## src/rtl/centroid_divider.sv

```systemverilog
// Reassembles the six-word peak_info burst into weighted-index and intensity sums,
// then computes the fixed-point centroid with a radix-2 restoring divider.
module centroid_divider #(
  parameter int DATAWIDTH = 12,
  parameter int SUM_WIDTH = 30,
  parameter int FRAC_BITS = 4,
  parameter int INT_WIDTH = 11
) (
  input  logic                           clk,
  input  logic                           reset_n,
  input  logic                           start_act,
  input  logic                           peak_valid,
  input  logic [DATAWIDTH-1:0]           peak_info,
  output logic [INT_WIDTH+FRAC_BITS-1:0] centroid,
  output logic                           centroid_valid,
  output logic                           centroid_err,
  output logic                           centroid_sat,
  output logic                           burst_err,
  output logic                           overrun,
  output logic                           busy
);

  localparam int QW = SUM_WIDTH + FRAC_BITS;
  localparam int OW = INT_WIDTH + FRAC_BITS;
  localparam int CW = $clog2(QW + 1);
  localparam int WW = 10;

  typedef enum logic [2:0] {IDLE, COLLECT, CHECK, DIVIDE, DONE} state_t;

  state_t               state;
  state_t               next_state;
  logic [SUM_WIDTH-1:0] m_sum;
  logic [SUM_WIDTH-1:0] n_sum;
  logic [2:0]           word_cnt;
  logic [CW-1:0]        iter_cnt;
  logic [QW-1:0]        dq;
  logic [SUM_WIDTH-1:0] rem;
  logic [SUM_WIDTH:0]   rem_shift;
  logic [SUM_WIDTH:0]   diff;
  logic                 trial_ge;
  logic                 ovr_seen;
  logic                 capture_first;
  logic                 capture_next;
  logic                 drop_burst;
  logic                 ovr_hit;
  logic                 finish;
  logic                 unused_bits;

  // dq holds the dividend and collects quotient bits as the dividend shifts out.
  assign rem_shift   = {rem, dq[QW-1]};
  assign diff        = rem_shift - {1'b0, n_sum};
  assign trial_ge    = rem_shift >= {1'b0, n_sum};
  assign unused_bits = ^{peak_info[DATAWIDTH-1:WW], diff[SUM_WIDTH]};

  always_ff @(posedge clk or negedge reset_n) begin
    if (!reset_n) state <= IDLE;
    else          state <= next_state;
  end

  always_comb begin
    next_state = state;
    if (start_act) begin
      next_state = IDLE;
    end else begin
      case (state)
        IDLE:    if (peak_valid) next_state = COLLECT;
        COLLECT: begin
          if (!peak_valid)          next_state = IDLE;
          else if (word_cnt == 3'd5) next_state = CHECK;
        end
        CHECK:   next_state = (n_sum == '0) ? DONE : DIVIDE;
        DIVIDE:  if (iter_cnt == CW'(1)) next_state = DONE;
        DONE:    next_state = IDLE;
        default: next_state = IDLE;
      endcase
    end
  end

  always_comb begin
    busy          = (state != IDLE);
    capture_first = (state == IDLE) && peak_valid;
    capture_next  = (state == COLLECT) && peak_valid;
    drop_burst    = (state == COLLECT) && !peak_valid;
    ovr_hit       = ((state == CHECK) || (state == DIVIDE) || (state == DONE))
                    && peak_valid && !ovr_seen;
    finish        = (state == DONE);
  end

  // Burst capture and divider datapath; start_act wipes everything in flight.
  always_ff @(posedge clk or negedge reset_n) begin
    if (!reset_n) begin
      m_sum    <= '0;
      n_sum    <= '0;
      word_cnt <= '0;
      iter_cnt <= '0;
      dq       <= '0;
      rem      <= '0;
    end else if (start_act) begin
      m_sum    <= '0;
      n_sum    <= '0;
      word_cnt <= '0;
      iter_cnt <= '0;
      dq       <= '0;
      rem      <= '0;
    end else if (capture_first) begin
      m_sum[WW-1:0] <= peak_info[WW-1:0];
      word_cnt      <= 3'd1;
    end else if (capture_next) begin
      case (word_cnt)
        3'd1:    m_sum[WW +: WW]   <= peak_info[WW-1:0];
        3'd2:    m_sum[2*WW +: WW] <= peak_info[WW-1:0];
        3'd3:    n_sum[0 +: WW]    <= peak_info[WW-1:0];
        3'd4:    n_sum[WW +: WW]   <= peak_info[WW-1:0];
        default: n_sum[2*WW +: WW] <= peak_info[WW-1:0];
      endcase
      word_cnt <= word_cnt + 3'd1;
    end else if (drop_burst) begin
      m_sum    <= '0;
      n_sum    <= '0;
      word_cnt <= '0;
    end else if (state == CHECK) begin
      word_cnt <= '0;
      if (n_sum != '0) begin
        dq       <= {m_sum, {FRAC_BITS{1'b0}}};
        rem      <= '0;
        iter_cnt <= CW'(QW);
      end
    end else if (state == DIVIDE) begin
      rem      <= trial_ge ? diff[SUM_WIDTH-1:0] : rem_shift[SUM_WIDTH-1:0];
      dq       <= {dq[QW-2:0], trial_ge};
      iter_cnt <= iter_cnt - CW'(1);
    end
  end

  // Result and flags change only together with the strobe.
  always_ff @(posedge clk or negedge reset_n) begin
    if (!reset_n) begin
      centroid       <= '0;
      centroid_valid <= 1'b0;
      centroid_err   <= 1'b0;
      centroid_sat   <= 1'b0;
    end else if (finish && !start_act) begin
      centroid_valid <= 1'b1;
      if (n_sum == '0) begin
        centroid     <= '0;
        centroid_err <= 1'b1;
        centroid_sat <= 1'b0;
      end else if (|dq[QW-1:OW]) begin
        centroid     <= '1;
        centroid_err <= 1'b0;
        centroid_sat <= 1'b1;
      end else begin
        centroid     <= dq[OW-1:0];
        centroid_err <= 1'b0;
        centroid_sat <= 1'b0;
      end
    end else begin
      centroid_valid <= 1'b0;
    end
  end

  // ovr_seen limits overrun to one pulse per peak_valid assertion while busy.
  always_ff @(posedge clk or negedge reset_n) begin
    if (!reset_n) begin
      burst_err <= 1'b0;
      overrun   <= 1'b0;
      ovr_seen  <= 1'b0;
    end else begin
      burst_err <= drop_burst && !start_act;
      overrun   <= ovr_hit && !start_act;
      if (ovr_hit && !start_act) ovr_seen <= 1'b1;
      else if (!peak_valid)      ovr_seen <= 1'b0;
    end
  end

endmodule

```

## config.mk

```make
export PLATFORM = sky130hd
export DESIGN_NAME = centroid_divider
export DESIGN_NICKNAME = d
export VERILOG_FILES = /design/src/rtl/centroid_divider.sv
export SDC_FILE = /design/constraint.sdc
export NUM_CORES = 1
export LEC_CHECK = 0
export CAP_MARGIN = 30
export CORE_MARGIN = 2
export CORE_UTILIZATION = 60
export CTS_CLUSTER_DIAMETER = 120
export DETAILED_ROUTE_END_ITERATION = 8
export PLACE_DENSITY_LB_ADDON = 0.3
export SLEW_MARGIN = 15
export SYNTH_ARGS = -nofsm -noshare
export SYNTH_HDL_FRONTEND = slang
export SYNTH_SLANG_ARGS = --single-unit
```

## constraint.sdc

```tcl
create_clock -name clk -period 5.8 [get_ports clk]
set_input_delay 1.74 -clock clk [delete_from_list [all_inputs] [get_ports clk]]
set_output_delay 1.74 -clock clk [all_outputs]
set_load 0.1 [all_outputs]
```

Word-level counts from Yosys, hierarchy flattened --
Index checks and enable logic that the tools add are counted.
Word-level totals: output and inout bits 21, register bits after elaboration 157, word-level logic and storage cells 133, bits of input ports 16
Cells by class: magnitude comparators 1, equal/unequal tests 24, add/subtract/negate cells 3, mux-type cells 56, reductions and logical operators 31
Operator list (number):
- 30-bit 2-to-1 mux | 13
- 34-bit 2-to-1 mux | 7
- 10-bit 2-to-1 mux | 7
- 6-bit 2-to-1 mux | 7
- 20-bit 2-to-1 mux | 2
- 3-bit 2-to-1 mux | 11
- 31-bit by 30-bit >= comparator with 1-bit output | 1
- 30-bit logical NOT | 1
- 15-bit 2-to-1 mux | 2
- 30-bit nonzero test | 1
- 30-bit subtractor | 1
- 19-bit OR reduction | 1
- 3-bit AND reduction | 6
- 3-bit by 2-bit != test with 1-bit output, second input constant | 5
- 3-bit by 2-bit equality test with 1-bit output, second input constant | 4
- 3-bit != test, second input constant | 4
- 3-bit case mux with 4 select lines | 1
- 3-bit nonzero test | 4
- 3-bit equality test, second input constant | 3
- 1-bit logical AND | 8
- 3-bit by 1-bit equality test with 1-bit output, second input constant | 2
- 6-bit by 1-bit equality test with 1-bit output, second input constant | 1
- 1-bit 2-to-1 mux | 6
- 2-bit != test, second input constant | 3
- 11 further kinds | 14

Logic depth before layout (Yosys ltp) --
depth in word-level cells 8, mapped depth 12, gate-level depth less buffers 11

Least setup slack after synthesis --
Ideal clock, no wire load.
path type input-to-reg, start input start_act, end register rem[26], path buffers 2, setup slack 2.675 ns, setup time 0.087 ns, arrival time 3.038 ns, stages on the path 5, data required time 5.713 ns, path through clkbuf_1 nor3_1 clkbuf_1 o211ai_1 o211ai_1
On the way: longest elaborated chain between the ends 2, elaborated cells between the ends (all ways) 7, those cells by class eq/ne: 4; mux: 1; reduce/logical: 2
RTL lines:
- start, declared | line 11 | input logic start_act,
- 3-bit by 2-bit != test with 1-bit output (no line), or another cell as far along
- 5-bit AND reduction (no line)
- end signal, assigned | line 129 | rem <= trial_ge ? diff[SUM_WIDTH-1:0] : rem_shift[SUM_WIDTH-1:0];
- end, declared | line 37 | logic [SUM_WIDTH-1:0] rem;
Several ways; a longest one is shown, not always the timed one. A chain may end at the register's enable or synchronous reset.

Worst setup path after layout --
start register state[0], end output busy
On the way: longest elaborated chain between the ends 1
RTL lines:
- start, declared | line 30 | state_t state;
- start signal, assigned | line 57 | else state <= next_state;
- 3-bit nonzero test | line 80 | busy = (state != IDLE);
- end, declared | line 20 | output logic busy
Every way passes these cells.

==> metrics.yaml <==
worstMarginPinSlew_ps: 967
cp-start-kind: "flip-flop"
syn_area_mm2: 0.00880
start_util_pct: 61.0
max_freq_mhz: 234
synth_edf_count: 0
hold_buffers: 0
wl_per_cell_um: 18.1
required_ps: 4060
ys_ff_latch: 157
finClkSkew_ps: 7.30
post_cts_buffers: 0
drc: 0
crit_fanout: 14
port_buffers: 34
synth-simple-area-share_pct: 16.1
gr-usage-all-layers_pct: 27.8
synthXorXnorAreaFrac_pct: 2.59
synth-compound-area-share_pct: 20.8
layout.nets: 1022
coreArea_mm2: 0.0144
drv_cap: 0
dp_hpwl_um: 14100
vias: 7215
clkTransAtPathRegs_ps: 60
fin_tns_setup_ps: 0
cts_root_buffer: "clkbuf_16"
cts_tree: "done"
netlist_instances: 953
grt_max_degree: 77
fp.dieH_um: 125
synth_area_per_cell_um2: 9.24
path_class: "flip-flop to output pin"
synthMuxAreaShare_pct: 5.59
antenna_found_initial: 0
die-width_um: 125
report.final.slew_viol_count: 0
num_antenna_cells: 0
ctsHtreeMaxLevel: 4
cts.repair.resized: 0
cts_buffers: 17
drt-total-wl_um: 21100
synth_adder_area_share_pct: 5.49
grt_setup_unrepaired: "no"
synth_area_leaders: "dfrtp_1, nand2_1, mux2i_1, ha_1, o21ai_0"
ir_worst_vdd_uv: 230
firstDrtPassIters: 5
vias_per_cell: 6.19
synth_flop_cell: "dfrtp_1"
clk-insertion-delay-late_ps: 430
drive_gt1_share_pct: 7.34
grt_pass1_vias: 6866
synthDistinctLibCells: 69
synth_top_family_by_area: "compound AO/OA/AOI/OAI gates"
yosys.area.top_type_share_pct: 44.6
synthArstFlopShare_pct: 100
num_rows: 44
ys_seq_area_share_pct: 44.6
antenna_left: 0
area_delta_synth_final_pct: 12.3
hold_path.class: "flip-flop to flip-flop"
layout_min_cycle_time_ps: 4270
fill_cells: 1115
setup_viol: 0
place_congestion: 0.914
outcome: "finished, final reports clean"
gr-total-overflow: 0
final_core_util_pct: 68.5
cp.arrival_ps: 2530
synth_nets: 1007
fin_crit_sh_pct: 73.7
finalHoldViolCount: 0
grt_pass1_wl_um: 35200
drtIter0Drc: 736
dieArea_mm2: 0.0157
relSlewSlack_pct: 35.3
endpoint_kind: "output pin"
clockBufferDepth: 2
clock_sinks: 157
power_density_mw_per_mm2: 320
synth_top_cell_by_area: "dfrtp_1"
p_leak_nw: 4.36
boundaryPins: 37
yosys_warnings: 0
==> metrics by stage <==
step	hold slack, ps	cell area, um^2	std cells	total power, W	setup WS (ps)
after floorplan	450	8800	953	0.00182	2680
after global placement	459	9260	1132	0.00199	1670
after detailed placement	466	9270	1133	0.00200	1660
after CTS	480	9890	1165	0.00317	1520
after global routing	501	9890	1165	0.00330	1440
final	475	9890	1165	0.00317	1530
==> Yosys cell counts, drive strengths merged (4+ instances only) <==
cell      n
dfrtp   157
a21o      8
and2      4
buf      14
a21oi    44
o211ai    8
a22o     16
nand2b    9
clkbuf   39
o21ai   104
a32oi    10
o31ai    17
mux2i    48
nor4     16
a31oi     7
nor2b     8
o21bai    4
nand3    12
a311oi    4
and3      6
a21boi    4
xor2     11
o21a      5
inv      48
nor3     14
xnor2    15
or3       5
ha       37
nand4     8
nand2   134
a211oi   33
nor2     78
==> report_power, final <==
group	internal (W)	switching (W)
logic	0.000265	0.000551
registers	0.00114	0.0000346
clock network	0.000699	0.000477
==> cell type report <==
cell class	count	area (um^2)	area share (%)
Clock buffer	18	439	4.44
Clock inverter	14	183	1.85
Inverter	48	180	1.82
Multi-Input combinational cell	695	4470	45.2
Sequential cell	157	3930	39.7
Tap cell	184	230	2.33
Timing Repair Buffer	49	454	4.59
==> logic make-up (layout without fill, tap and decap cells) <==
| group | count (synthesis) | in the layout |
|---|---|---|
| buffers and inverters | 101 | 129 |
| DFF | 157 | 157 |
| AOI/OAI and AO/OA | 278 | 278 |
| muxes | 49 | 49 |
| and+or+nand+nor | 304 | 304 |
| xor gates and xnor gates | 26 | 26 |
| adders and majority gates | 38 | 38 |
==> placed cells by master, fill, tap and decap left out, types with 33 or more instances in the layout <==
| cell | count |
|---|---|
| nor2_1 | 74 |
| a21oi_1 | 39 |
| inv_1 | 47 |
| a211oi_1 | 33 |
| nand2_1 | 133 |
| ha_1 | 37 |
| clkdlybuf4s50_1 | 33 |
| dfrtp_1 | 157 |
| o21ai_0 | 75 |
| mux2i_1 | 48 |
==> routing by layer <==
metal	track usage, %	share of wire, %
met4	8.50	2.2
met3	4.92	5.1
met5	0	0
met2	44.3	47
met1	39.2	46
==> state kept, by name, summed over array words and instances (netlist names) <==
register / flops
rem: 30
word_cnt: 3
m_sum: 30
n_sum: 30
ovr_seen: 1
dq: 34
overrun: 1
burst_err: 1
iter_cnt: 6
state: 3
centroid_err: 1
centroid_valid: 1
centroid: 15
centroid_sat: 1
==> path summary, 6_finish.rpt <==
check                                             start  slack [ps]  cells after the start                       to
worst max-delay path               state[0]$_DFFE_PN0P_        1530                      3                     busy
worst min-delay path            centroid[2]$_DFFE_PN0P_         480                      2  centroid[2]$_DFFE_PN0P_
worst max register to register    n_sum[16]$_DFFE_PN0P_        2260                     10      rem[16]$_DFFE_PN0P_
worst min register to register  centroid[2]$_DFFE_PN0P_         480                      2  centroid[2]$_DFFE_PN0P_
max in group asynchronous                       reset_n        3350                      2       rem[6]$_DFFE_PN0P_
min in group asynchronous                       reset_n        1340                      1       dq[11]$_DFFE_PN0P_
==> worst max-delay path, cell delays in order, from the launching register on <==
cell and delay, ps:
dfrtp_1 650, inv_2 190, nand2_1 130, clkdlybuf4s50_1 1140
No activity file was read; power rests on OpenSTA's default activity.
